**config.mk**
```make
export PLATFORM = sky130hd
export DESIGN_NAME = axi3_cmd_master_128
export DESIGN_NICKNAME = d
export VERILOG_FILES = /design/src/rtl/axi3_cmd_master_128.sv
export SDC_FILE = /design/constraint.sdc
export NUM_CORES = 1
export LEC_CHECK = 0
export ABC_AREA = 1
export BUFFER_PORTS_ARGS = -buffer_cell sky130_fd_sc_hd__buf_2
export CAP_MARGIN = 5
export CORE_AREA = 2 2 287 289
export DETAILED_ROUTE_END_ITERATION = 12
export DIE_AREA = 0 0 289 291
export PLACE_DENSITY = 0.37
export SYNTH_ARGS = -nofsm -noshare
export SYNTH_HDL_FRONTEND = slang
export SYNTH_SLANG_ARGS = --single-unit
```
**constraint.sdc**
```tcl
create_clock -name i_aclk -period 1.6 [get_ports i_aclk]
set_input_delay 0.08 -clock i_aclk [delete_from_list [all_inputs] [get_ports i_aclk]]
set_output_delay 0.08 -clock i_aclk [all_outputs]
set_load 0.005 [all_outputs]
```
**src/rtl/axi3_cmd_master_128.sv**
```systemverilog
// axi3_cmd_master_128: turns one command into one AXI3 INCR burst on a 128-bit bus.
// Optional per-channel watchdog enabled by defining AXI3_MST_TIMEOUT_EN.
module axi3_cmd_master_128 #(
    parameter logic [3:0] ID_VAL      = 4'h0,
    parameter int         TIMEOUT_CYC = 1024
) (
    input  logic         i_aclk,
    input  logic         i_areset,
    input  logic         i_cmd_valid,
    output logic         o_cmd_ready,
    input  logic         i_cmd_wr,
    input  logic [31:0]  i_cmd_addr,
    input  logic [3:0]   i_cmd_len,
    input  logic [127:0] i_wd_data,
    input  logic [15:0]  i_wd_strb,
    input  logic         i_wd_valid,
    output logic         o_wd_ready,
    output logic [127:0] o_rd_data,
    output logic         o_rd_valid,
    output logic         o_rd_last,
    input  logic         i_rd_ready,
    output logic         o_done,
    output logic [1:0]   o_resp,
    output logic         o_err,
    output logic [3:0]   o_awid,
    output logic [31:0]  o_awaddr,
    output logic [3:0]   o_awlen,
    output logic [2:0]   o_awsize,
    output logic [1:0]   o_awburst,
    output logic [1:0]   o_awlock,
    output logic [3:0]   o_awcache,
    output logic [2:0]   o_awprot,
    output logic         o_awvalid,
    input  logic         i_awready,
    output logic [3:0]   o_wid,
    output logic [127:0] o_wdata,
    output logic [15:0]  o_wstrb,
    output logic         o_wlast,
    output logic         o_wvalid,
    input  logic         i_wready,
    input  logic [3:0]   i_bid,
    input  logic [1:0]   i_bresp,
    input  logic         i_bvalid,
    output logic         o_bready,
    output logic [3:0]   o_arid,
    output logic [31:0]  o_araddr,
    output logic [3:0]   o_arlen,
    output logic [2:0]   o_arsize,
    output logic [1:0]   o_arburst,
    output logic [1:0]   o_arlock,
    output logic [3:0]   o_arcache,
    output logic [2:0]   o_arprot,
    output logic         o_arvalid,
    input  logic         i_arready,
    input  logic [3:0]   i_rid,
    input  logic [127:0] i_rdata,
    input  logic [1:0]   i_rresp,
    input  logic         i_rlast,
    input  logic         i_rvalid,
    output logic         o_rready
);
    typedef enum logic [2:0] {IDLE, CHK, AW, W, B, AR, R, DONE} state_t;
    state_t       state_q, state_d;
    logic [31:4]  addr_q, addr_d;
    logic [3:0]   len_q, len_d, cnt_q, cnt_d;
    logic         wr_q, wr_d, err_q, err_d;
    logic [1:0]   resp_q, resp_d;
    logic         last_beat;
    assign last_beat = cnt_q == len_q;
    assign o_awid    = ID_VAL;
    assign o_awaddr  = {addr_q, 4'h0};
    assign o_awlen   = len_q;
    assign o_awsize  = 3'b100;
    assign o_awburst = 2'b01;
    assign o_awlock  = 2'b00;
    assign o_awcache = 4'h0;
    assign o_awprot  = 3'h0;
    assign o_arid    = ID_VAL;
    assign o_araddr  = {addr_q, 4'h0};
    assign o_arlen   = len_q;
    assign o_arsize  = 3'b100;
    assign o_arburst = 2'b01;
    assign o_arlock  = 2'b00;
    assign o_arcache = 4'h0;
    assign o_arprot  = 3'h0;
    assign o_wid     = ID_VAL;
    assign o_wdata   = i_wd_data;
    assign o_wstrb   = i_wd_strb;
    assign o_wlast   = (state_q == W) && last_beat;
    assign o_rd_data = (state_q == R) ? i_rdata : '0;
    assign o_rd_last = (state_q == R) && i_rlast;
    assign o_resp    = resp_q;
    assign o_err     = err_q;
`ifdef AXI3_MST_TIMEOUT_EN
    localparam int TW = $clog2(TIMEOUT_CYC + 1);
    logic [TW-1:0] tmr_q, tmr_d;
    logic          busy, hs;
`endif
    always_comb begin
        state_d     = state_q;
        addr_d      = addr_q;
        len_d       = len_q;
        wr_d        = wr_q;
        cnt_d       = cnt_q;
        err_d       = err_q;
        resp_d      = resp_q;
        o_cmd_ready = 1'b0;
        o_awvalid   = 1'b0;
        o_wvalid    = 1'b0;
        o_wd_ready  = 1'b0;
        o_bready    = 1'b0;
        o_arvalid   = 1'b0;
        o_rready    = 1'b0;
        o_rd_valid  = 1'b0;
        o_done      = 1'b0;
        case (state_q)
            IDLE: begin
                o_cmd_ready = 1'b1;
                if (i_cmd_valid) begin
                    addr_d  = i_cmd_addr[31:4];
                    len_d   = i_cmd_len;
                    wr_d    = i_cmd_wr;
                    cnt_d   = 4'h0;
                    err_d   = 1'b0;
                    resp_d  = 2'b00;
                    state_d = CHK;
                end
            end
            CHK: begin
                // a burst whose last beat lands past the 4 KB page is refused outright
                if (9'(addr_q[11:4]) + 9'(len_q) > 9'd255) begin
                    err_d   = 1'b1;
                    resp_d  = 2'b10;
                    state_d = DONE;
                end else
                    state_d = wr_q ? AW : AR;
            end
            AW: begin
                o_awvalid = 1'b1;
                state_d   = i_awready ? W : AW;
            end
            W: begin
                o_wvalid   = i_wd_valid;
                o_wd_ready = i_wready;
                if (i_wd_valid && i_wready) begin
                    cnt_d   = cnt_q + 1'b1;
                    state_d = last_beat ? B : W;
                end
            end
            B: begin
                o_bready = 1'b1;
                if (i_bvalid) begin
                    resp_d  = i_bresp;
                    err_d   = err_q | (i_bid != ID_VAL);
                    state_d = DONE;
                end
            end
            AR: begin
                o_arvalid = 1'b1;
                state_d   = i_arready ? R : AR;
            end
            R: begin
                o_rready   = i_rd_ready;
                o_rd_valid = i_rvalid;
                if (i_rvalid && i_rd_ready) begin
                    cnt_d   = cnt_q + 1'b1;
                    resp_d  = (resp_q == 2'b00) ? i_rresp : resp_q;
                    err_d   = err_q | (i_rid != ID_VAL) | (i_rlast && !last_beat);
                    state_d = i_rlast ? DONE : R;
                end
            end
            DONE: begin
                o_done  = 1'b1;
                state_d = IDLE;
            end
            default: state_d = IDLE;
        endcase
`ifdef AXI3_MST_TIMEOUT_EN
        busy = state_q inside {AW, W, B, AR, R};
        hs   = (o_awvalid && i_awready) || (o_wvalid && i_wready) || (o_bready && i_bvalid) ||
               (o_arvalid && i_arready) || (o_rready && i_rvalid);
        if (busy && !hs && tmr_q == TW'(TIMEOUT_CYC - 1)) begin
            state_d = DONE;
            err_d   = 1'b1;
            resp_d  = 2'b11;
        end
        tmr_d = (!busy || hs || state_d != state_q) ? '0 : tmr_q + 1'b1;
`endif
    end
    always_ff @(posedge i_aclk or posedge i_areset) begin
        if (i_areset) begin
            state_q <= IDLE;
            addr_q  <= '0;
            len_q   <= '0;
            wr_q    <= 1'b0;
            cnt_q   <= '0;
            err_q   <= 1'b0;
            resp_q  <= 2'b00;
        end else begin
            state_q <= state_d;
            addr_q  <= addr_d;
            len_q   <= len_d;
            wr_q    <= wr_d;
            cnt_q   <= cnt_d;
            err_q   <= err_d;
            resp_q  <= resp_d;
        end
    end
`ifdef AXI3_MST_TIMEOUT_EN
    always_ff @(posedge i_aclk or posedge i_areset) begin
        if (i_areset)
            tmr_q <= '0;
        else
            tmr_q <= tmr_d;
    end
`endif
endmodule

```
==> flow_metrics.py, run 1 <==
metrics = {
    "route": {
        "wl_met1_um": 8220,
        "drcViolationCount": 0,
        "finalWirelength_um": 32000,
        "maxUsedRoutingLayer": "met5",
        "route.met3.wl_um": 7760,
        "drtIter0Drc": 137,
        "viasPerCell": 2.43,
        "vias": 5037,
        "avgRoutedWirePerCell_um": 15.5,
        "firstDrtPassIters": 4,
        "ant_nets": 0,
        "dr_wl_met2_um": 15500,
    },
    "floorplanning": {
        "coreArea_mm2": 0.0812,
        "rows": 105,
        "die-height_um": 291,
        "initial_core_util_pct": 6.34,
        "ios": 730,
        "dieWidth_um": 289,
        "dieArea_mm2": 0.0841,
    },
    "critical_path": {
        "endpoint_kind": "primary output",
        "cp_slowest_stage_delay_ns": 0.39,
        "cp_cell_sequence": "inv_2 > nand2_4 > nor2_4 > inv_8 > buf_12 > buf_12 > nor2_1 > buf_2",
        "startpoint_type": "flop",
        "critical_path.most_common_cell": "buf_12",
        "crit_required_ns": 1.52,
        "cp-startpoint": "state_q[0]$_DFFE_PP0P_",
        "crit_slowest_cell": "dfrtp_1",
        "cp_max_fo": 11,
        "worst_ep_arrival_time_ns": 1.62,
        "r2r-start": "addr_q[4]$_DFFE_PP0P_",
        "ff2ff_path_depth": 10,
        "worst-setup-path-type": "flop to primary output",
    },
    "synth": {
        "synth_area_leaders": "buf_4 (33%), dfrtp_1 (21%), nor2_1 (11%), inv_1 (11%), mux2_4 (7.9%)",
        "synthTopCellsByCount": "buf_4 (225), nor2_1 (155), inv_1 (154), nand2_1 (55), dfrtp_1 (43)",
        "synth-warning-count": 0,
        "synth_area_mm2": 0.00514,
        "synthMostInstantiatedCell": "buf_4",
        "yosysSeqAreaShare_pct": 20.9,
        "synth_area_leader_cell": "buf_4",
        "yosysTopAreaCellShare_pct": 32.8,
        "synth_edf_count": 0,
        "ys_types": 29,
        "ys_ff_latch": 43,
        "synthArstFlopShare_pct": 100,
        "syn_area_per_cell_um2": 6.92,
        "synth_flop_cell": "dfrtp_1",
        "synthCells": 743,
    },
    "sta": {
        "max_freq_ghz": 0.588,
        "worstMarginPinSlew_ns": 0.603,
        "fin_crit_ns": 1.70,
        "skew_ns": 0.00773,
        "final_max_slew_viol_count": 0,
        "hold-worst-slack_ns": 0.0144,
        "slew_headroom_pct": 59.8,
        "rsz0062_at_grt": "yes",
        "post-route-period-util_pct": 106,
        "setup_viol": 67,
        "finalWorstSetupSlack_ns": -0.100,
        "final.setup.tns_ns": -4.41,
        "timing.final.hold_violations": 0,
    },
    "cells_and_area": {
        "area_delta_synth_final_pct": 51.9,
        "nets": 1336,
        "multi_input_area_mm2": 0.00197,
        "register_area_mm2": 0.00108,
        "fillers": 9532,
        "final_area_mm2": 0.00781,
        "layout-drive-gt1-share_pct": 54.5,
    },
    "pwr": {
        "cellLeakagePower_nw": 4.63,
        "p_total_mw": 8.10,
        "p_per_area_mw_per_mm2": 1040,
        "max-vdd-ir-drop_mv": 0.788,
    },
    "hold_path": {
        "hp-class": "input pin to flop",
        "hold_path_depth": 2,
        "hp-start": "i_cmd_addr[23]",
    },
    "clock_network": {
        "cts_tree": "done",
        "clock_sinks": 43,
        "numCtsBuffers": 5,
        "path_clk_slew_ns": 0.07,
        "clock-root-buffer": "clkbuf_16",
        "cts_max_path_buffers": 2,
        "htreeDepth": 2,
        "clock_latency_ns": 0.30,
    },
    "run_status": {
        "violations": "setup timing",
        "status": "finished, violations left",
    },
    "placed_design": {
        "dp_hpwl_um": 28900,
        "placed_cell_area_mm2": 0.00709,
        "io_buffers": 389,
        "place_congestion": 0.737,
    },
    "global_routing": {
        "grtUsageTotal_pct": 6.91,
        "grt_pass1_vias": 4773,
        "grt_max_degree": 44,
        "grt_pass1_wl_um": 38800,
        "grt.overflow.total": 0,
        "antenna_found_initial": 2,
    },
    "flow_run": {
        "cap_viol_max_count": 0,
    },
}
==> sequential cells by signal (all words and copies together), names as in the netlist <==
signal and count:
addr_q 28, cnt_q 4, o_arlen 4, state_q 3, o_resp 2, o_err 1
wr_q 1
==> worst paths after layout <==
| kind | slack, ns | end |
|---|---|---|
| min in group asynchronous | 0.45 | addr_q[18]$_DFFE_PP0P_ |
| hold / removal | 0.01 | addr_q[23]$_DFFE_PP0P_ |
| setup reg to reg | -0.07 | o_resp[1]$_DFFE_PP0P_ |
| setup / recovery | -0.10 | o_rd_data[26] |
| hold reg to reg | 0.53 | addr_q[21]$_DFFE_PP0P_ |
| max in group asynchronous | 0.70 | state_q[1]$_DFFE_PP0P_ |
==> worst max-delay path, delay by kind of cell, from the launching register on <==
family	cells	cell delay (ns)
flip-flops	1	0.39
AND/OR/NAND/NOR	3	0.28
buffers and inverters	5	0.62
==> routing by layer <==
layer  vias to the layer above  track usage, %
li1                       2379               -
met1                      2169            4.78
met2                       462            12.4
met3                        23            7.26
met4                         4            1.52
met5                         -           0.407
==> power by group <==
| group | total [mW] | internal [mW] | leakage, nW | switching, mW |
|---|---|---|---|---|
| sequential | 2.06 | 1.61 | 0.511 | 0.449 |
| combinational | 4.85 | 2.48 | 4.05 | 2.37 |
| clock | 1.19 | 0.729 | 0.0759 | 0.462 |
| total | 8.10 | 4.82 | 4.63 | 3.28 |
==> repair_timing <==
action | in CTS | in global routing
hold buffers | 11 | 0
resized for setup | 64 | 35
setup endpoints to repair | 137 | 169
buffers inserted | 4 | 3
cloned | 1 | 3
pin swaps | 5 | 11
hold endpoints to repair | 53 | 0
==> logic make-up after synthesis <==
kind of cell    share of synthesized area (%)
compound gates                           2.26
fa+ha+maj                                1.36
mux                                      7.88
simple gates                             18.7
buf+inv                                  48.4
xor+xnor                                0.341
other cells                             0.146
flops                                    20.9
==> cell type report <==
cell class              count  area share, %
well taps                1070           17.1
multi-input cells         342           25.2
inverters                 159           7.77
clock inverters             2          0.480
flip-flops and latches     43           13.8
diodes                      1         0.0320
clock buffers               5           1.60
repair buffers            448           34.0
==> cells in the final DEF, fill, tap and decap left out, drive strengths merged <==
cell         instances
conb                48
buf                434
inv                159
ha                   4
fa                   1
dlygate4sd3         11
nand3               13
nand2               58
bufbuf               1
mux2                27
nand3b               3
nor3                 2
or2                  2
a21oi               10
o211ai               1
clkbuf               7
diode                1
a22o                 1
xnor2                1
xor2                 1
nor2               158
nand4                2
clkinvlp             1
dfrtp               43
o21ai               10
bufinv               1
==> stage by stage <==
| stage | setup slack, ns | util (%) | instances |
|---|---|---|---|
| floorplan | -0.0150 | - | 789 |
| global placement | -0.188 | 8.73 | 2040 |
| detailed placement | -0.162 | 8.73 | 2040 |
| global route | -0.207 | 9.62 | 2069 |
| CTS | -0.157 | 9.37 | 2063 |
| finish | -0.100 | 9.62 | 2070 |
(Power assumes the default switching activity.)
==> run 2: changes to the inputs <==
Settings changed: SETUP_SLACK_MARGIN set to 0.05.
==> run 2 against run 1 <==
Against the previous run: the run still ends with setup timing left; critical path depth stayed put; sequential power is essentially flat; critical endpoint unchanged; count of clock-buffer cells in the layout is the same; combinational power is 4% higher; cell area up 1.7%; clock skew barely moved; die area did not move; highest routed layer unchanged; worst setup slack improved by 0.0046 ns; global-route usage is essentially flat.
==> flow_metrics.py, run 2 (synthesized netlist as in run 1, its figures left out) <==
metrics = {
    "run_status": {
        "status": "finished, violations left",
        "violations": "setup timing",
    },
    "floorplanning": {
        "die-height_um": 291,
        "coreArea_mm2": 0.0812,
        "ios": 730,
        "dieArea_mm2": 0.0841,
        "rows": 105,
        "initial_core_util_pct": 6.34,
        "dieWidth_um": 289,
    },
    "global_routing": {
        "grt_max_degree": 44,
        "grt_pass1_vias": 4757,
        "antenna_found_initial": 2,
        "grt.overflow.total": 0,
        "grtUsageTotal_pct": 6.91,
        "grt_pass1_wl_um": 38800,
    },
    "sta": {
        "final_max_slew_viol_count": 0,
        "worstMarginPinSlew_ns": 0.611,
        "finalWorstSetupSlack_ns": -0.0958,
        "setup_viol": 77,
        "fin_crit_ns": 1.70,
        "rsz0062_at_grt": "yes",
        "post-route-period-util_pct": 106,
        "max_freq_ghz": 0.590,
        "slew_headroom_pct": 59.3,
        "skew_ns": 0.00803,
        "timing.final.hold_violations": 0,
    },
    "cells_and_area": {
        "fillers": 9512,
        "largest_reg_flops": 28,
        "layout-drive-gt1-share_pct": 55.4,
        "largest_register": "addr_q",
        "fin_cells": 2078,
        "final_cell_mix": "buf_2 (374), inv_1 (148), nor2_1 (118)",
        "nets": 1344,
        "register_area_mm2": 0.00108,
        "final_common_cell": "buf_2",
        "area_delta_synth_final_pct": 54.5,
        "multi_input_area_mm2": 0.00198,
    },
    "route": {
        "route.met3.wl_um": 7710,
        "maxUsedRoutingLayer": "met5",
        "ant_nets": 0,
        "finalWirelength_um": 32200,
        "dr_wl_met2_um": 15600,
        "drcViolationCount": 0,
        "avgRoutedWirePerCell_um": 15.5,
        "firstDrtPassIters": 6,
        "viasPerCell": 2.44,
        "drtIter0Drc": 146,
        "wl_met1_um": 8330,
        "vias": 5079,
    },
    "placed_design": {
        "place_congestion": 0.737,
        "dp_hpwl_um": 28900,
        "placedCellCount": 2040,
        "io_buffers": 389,
    },
    "critical_path": {
        "worst_ep_arrival_time_ns": 1.62,
        "r2r-start": "o_arlen[0]$_DFFE_PP0P_",
        "worst-setup-path-type": "flop to primary output",
        "crit_required_ns": 1.52,
        "startpoint_type": "flop",
        "ff2ff_path_depth": 10,
        "critPathCapture": "o_rd_data[26]",
        "cp_max_fo": 11,
        "cp-startpoint": "state_q[0]$_DFFE_PP0P_",
        "endpoint_kind": "primary output",
        "reg2reg_slack_ns": -0.08,
        "reg2reg_to": "o_resp[1]$_DFFE_PP0P_",
    },
    "flow_run": {
        "cap_viol_max_count": 0,
    },
    "pwr": {
        "p_per_area_mw_per_mm2": 1050,
        "p_switching_mw": 3.34,
        "cellLeakagePower_nw": 4.70,
        "p_int_mw": 4.97,
        "p_clk_share_pct": 14.3,
        "swShare_pct": 40.2,
        "p_total_mw": 8.32,
        "combPwrFrac_pct": 60.8,
        "max-vdd-ir-drop_mv": 0.778,
        "pwr-share-seq_pct": 24.9,
    },
    "clock_network": {
        "htreeDepth": 2,
        "clock_latency_ns": 0.30,
        "cts_tree": "done",
        "clock_sinks": 43,
        "cts_max_path_buffers": 2,
        "numCtsBuffers": 5,
        "path_clk_slew_ns": 0.07,
        "clock-root-buffer": "clkbuf_16",
    },
    "hold_path": {
        "hp-class": "input pin to flop",
    },
}
run 2: through the flow:
stage	hold WS [ns]	util (%)	instance area (um2)	setup WS (ns)	setup TNS, ns
after global routing	0.00376	9.79	7950	-0.205	-16.12
final	0.0139	9.79	7950	-0.0958	-4.29
after floorplan	0.229	-	5330	-0.0150	-0.0338
after detailed placement	0.160	8.73	7090	-0.162	-0.528
after CTS	0.000355	9.38	7620	-0.157	-8.51
after global placement	0.160	8.73	7090	-0.188	-0.534
run 2: how the worst min path moves through the flow:
stage,startpoint,end,slack (ns),depth (start not counted)
after CTS,i_cmd_addr[14],addr_q[14]$_DFFE_PP0P_,0.0004,2
after detailed placement,i_wd_data[115],o_wdata[115],0.16,0
after floorplan,i_cmd_addr[10],addr_q[10]$_DFFE_PP0P_,0.23,1
after global routing,i_cmd_addr[29],addr_q[29]$_DFFE_PP0P_,0.004,2
after global placement,i_wd_data[115],o_wdata[115],0.16,0
final,i_cmd_addr[23],addr_q[23]$_DFFE_PP0P_,0.01,2
run 2: layer usage:
metal,up-vias,track usage [%]
li1,2394,-
met1,2196,4.77
met2,462,12.4
met3,23,7.26
met4,4,1.52
met5,-,0.407
run 2: cell type report:
cell class	instances	area share (%)
flip-flops and latches	43	13.6
diodes	1	0.0315
repair buffers	456	34.9
clock inverters	2	0.472
well taps	1070	16.8
multi-input cells	342	24.9
clock buffers	5	1.57
inverters	159	7.63
run 2: timing repair:
action / 4_1_cts / 5_1_grt
gates cloned: 1 / 5
pin swaps: 5 / 17
setup endpoints to repair: 138 / 170
hold buffers: 11 / 0
setup buffers: 4 / 9
endpoints found under the hold margin: 53 / 0
gates resized for setup: 66 / 46
run 2: critical path, cell delays in order (launching register included):
cell     delay, ns
dfrtp_1       0.39
inv_2         0.08
nand2_4       0.06
nor2_4        0.15
inv_8         0.10
buf_12        0.17
buf_12        0.13
nor2_1        0.07
buf_2         0.14
run 2: power by group through the flow:
stage | clock [mW] | sequential, mW | combinational (mW)
detailed placement | 0 | 2.06 | 4.42
CTS | 1.25 | 2.07 | 4.62
floorplan | 0 | 2.05 | 3.12
global placement | 0 | 2.09 | 4.42
global route | 1.27 | 2.15 | 5.58
finish | 1.19 | 2.07 | 5.05
==> run 3: changes to the inputs <==
Settings changed: ABC_AREA 1 to 0, CORE_AREA 2 2 287 289 to 2 2 281 283, DIE_AREA 0 0 289 291 to 0 0 283 285.
==> run 3 against run 2 <==
Against the previous run: the run still ends with setup timing left; synthesized cell count shrank 24%; fmax shrank 6.0%; cell area grew 6.9%.
==> flow_metrics.py, run 3 <==
metrics = {
    "synth": {
        "synth_area_leader_cell": "buf_4",
        "yosysSeqAreaShare_pct": 22.8,
        "synthArstFlopShare_pct": 100,
        "synth_area_mm2": 0.00473,
        "synth_flop_cell": "dfrtp_1",
        "ys_types": 45,
        "ys_ff_latch": 43,
        "synth_area_leaders": "buf_4 (36%), dfrtp_1 (23%), and2_1 (18%), mux2_2 (7.1%), nand2_1 (1.5%)",
        "synthCells": 563,
        "yosysTopAreaCellShare_pct": 35.6,
        "syn_area_per_cell_um2": 8.40,
        "synthMostInstantiatedCell": "buf_4",
        "synth-warning-count": 0,
        "synth_edf_count": 0,
        "synthTopCellsByCount": "buf_4 (224), and2_1 (133), dfrtp_1 (43), mux2_2 (30), nand2_1 (19)",
    },
    "pwr": {
        "swShare_pct": 39.7,
        "pwr-share-seq_pct": 21.2,
        "p_switching_mw": 3.99,
        "cellLeakagePower_nw": 4.06,
        "p_per_area_mw_per_mm2": 1180,
        "p_int_mw": 6.07,
        "combPwrFrac_pct": 65.5,
        "max-vdd-ir-drop_mv": 0.424,
        "p_clk_share_pct": 13.3,
    },
    "route": {
        "avgRoutedWirePerCell_um": 16.2,
        "drtIter0Drc": 224,
        "firstDrtPassIters": 4,
        "ant_nets": 0,
        "viasPerCell": 2.58,
        "vias": 4929,
        "drcViolationCount": 0,
        "finalWirelength_um": 30900,
    },
    "placed_design": {
        "dp_hpwl_um": 23700,
        "io_buffers": 389,
        "placed_cell_area_mm2": 0.00666,
        "place_congestion": 0.738,
        "place_ws_ns": -0.350,
    },
    "critical_path": {
        "cp-startpoint": "state_q[0]$_DFFE_PP0P_",
        "cp_max_fo": 9,
        "reg2reg_to": "o_resp[1]$_DFFE_PP0P_",
        "startpoint_type": "flop",
        "critical_path.most_common_cell": "buf_12",
        "cp_cell_sequence": "and3b_4 > buf_12 > buf_12 > buf_16 > and2_1 > buf_2",
        "cp_slowest_stage_delay_ns": 0.40,
        "critPathCapture": "o_rd_data[107]",
        "worst-setup-path-type": "flop to primary output",
        "crit_slowest_cell": "dfrtp_2",
        "worst_ep_arrival_time_ns": 1.72,
        "ff2ff_path_depth": 8,
        "crit_required_ns": 1.52,
        "reg2reg_slack_ns": -0.18,
        "endpoint_kind": "primary output",
        "r2r-start": "addr_q[4]$_DFFE_PP0P_",
    },
    "cells_and_area": {
        "layout-drive-gt1-share_pct": 69.0,
        "final_area_mm2": 0.00850,
        "largest_reg_flops": 28,
        "fillers": 9053,
        "nets": 1184,
        "final_cell_mix": "buf_2 (328), and2_1 (74), buf_6 (71)",
        "largest_register": "addr_q",
        "final_common_cell": "buf_2",
        "area_delta_synth_final_pct": 79.7,
    },
    "run_status": {
        "status": "finished, violations left",
        "violations": "setup timing",
    },
    "sta": {
        "post-route-period-util_pct": 113,
        "finalWorstSetupSlack_ns": -0.204,
        "hold-worst-slack_ns": 0.0130,
        "setup_viol": 170,
        "rsz0062_at_grt": "yes",
        "timing.final.hold_violations": 0,
        "skew_ns": 0.0184,
        "final_max_slew_viol_count": 0,
        "max_freq_ghz": 0.554,
        "fin_crit_ns": 1.80,
    },
    "clock_network": {
        "numCtsBuffers": 5,
        "clock-root-buffer": "clkbuf_16",
        "clock_sinks": 43,
        "cts_tree": "done",
        "clock_latency_ns": 0.31,
        "htreeDepth": 2,
        "cts_max_path_buffers": 2,
        "path_clk_slew_ns": 0.08,
    },
    "floorplanning": {
        "initial_core_util_pct": 6.07,
        "dieArea_mm2": 0.0807,
        "ios": 730,
        "rows": 103,
        "coreArea_mm2": 0.0780,
        "dieWidth_um": 283,
        "die-height_um": 285,
    },
    "global_routing": {
        "grt_max_degree": 38,
        "grt_pass1_wl_um": 37700,
        "grtUsageTotal_pct": 6.69,
        "antenna_found_initial": 41,
        "grt.overflow.total": 0,
        "grt_pass1_vias": 4753,
    },
    "hold_path": {
        "hp-class": "input pin to flop",
    },
    "flow_run": {
        "cap_viol_max_count": 0,
    },
}
==> run 3: changes by cell type after synthesis, sizes merged, moves of 4 or more <==
cell	previous run	this run
buf	242	233
inv	159	9
mux2	27	31
nand3	13	1
nand2b	0	5
clkbuf	3	16
nand2	58	19
and2	0	133
nor2	158	8
==> run 3: critical path, delay by kind of cell, from the launching register on <==
kind / cells / cell delay, ns
buffers and inverters: 4 / 0.57
DFF: 1 / 0.40
and+or+nand+nor: 2 / 0.43
==> run 3: final cells by class <==
cell class	instances	area [um2]	area share, %
Multi-Input combinational cell	308	2310	27.2
Sequential cell	43	1080	12.7
Timing Repair Buffer	480	3560	41.9
Tap cell	1050	1310	15.5
Antenna cell	13	32.5	0.383
Clock inverter	3	46.3	0.545
Clock buffer	5	125	1.47
Inverter	9	33.8	0.397
==> run 3: metal layers <==
metal	global-route usage (%)	vias up	wire length [um]
met4	2.66	40	1200
met3	5.18	122	5360
li1	-	2089	-
met5	0	-	253
met1	7.41	2259	11500
met2	9.52	419	12600
==> run 3: repair_timing <==
action,CTS,global route
setup buffers,13,7
pin swaps,27,29
hold endpoints to repair,32,0
hold buffers,26,0
gates cloned,9,9
resized for setup,126,78
setup endpoints to repair,176,178
==> run 3: worst min-delay path by stage <==
stage | slack (ns) | endpoint | from | cells after the start
after floorplan | 0.20 | addr_q[5]$_DFFE_PP0P_ | i_cmd_addr[5] | 2
after global placement | 0.03 | addr_q[12]$_DFFE_PP0P_ | i_areset | 2
after detailed placement | 0.03 | addr_q[12]$_DFFE_PP0P_ | i_areset | 2
after CTS | 0.0005 | addr_q[28]$_DFFE_PP0P_ | i_cmd_addr[28] | 2
after global routing | 0.008 | wr_q$_DFFE_PP0P_ | i_cmd_wr | 2
final | 0.01 | addr_q[28]$_DFFE_PP0P_ | i_cmd_addr[28] | 2
==> run 3: power by group through the flow <==
| stage | combinational (mW) | clock, mW | sequential [mW] |
|---|---|---|---|
| finish | 6.60 | 1.34 | 2.13 |
| global route | 7.16 | 1.43 | 2.22 |
| CTS | 5.94 | 1.40 | 2.12 |
| detailed placement | 4.73 | 0 | 2.16 |
| global placement | 4.72 | 0 | 2.13 |
| floorplan | 3.02 | 0 | 2.10 |
==> run 3: cells by family after synthesis <==
group                      synth area share [%]
xor gates and xnor gates                  0.926
other                                     0.159
muxes                                      7.38
DFF                                        22.8
buffers and inverters                      38.8
AOI/OAI and AO/OA                          5.26
adders and majority gates                  1.48
and+or+nand+nor                            23.3
==> run 3: stage by stage <==
stage               TNS (ns)  total power [mW]  utilization (%)  std cells
floorplan             -0.414              5.13                -        609
global placement       -1.40              6.85             8.54       1828
detailed placement     -2.10              6.89             8.54       1828
CTS                   -26.18              9.46             10.1       1883
global route          -36.17              10.8             10.9       1903
finish                -22.60              10.1             10.9       1911
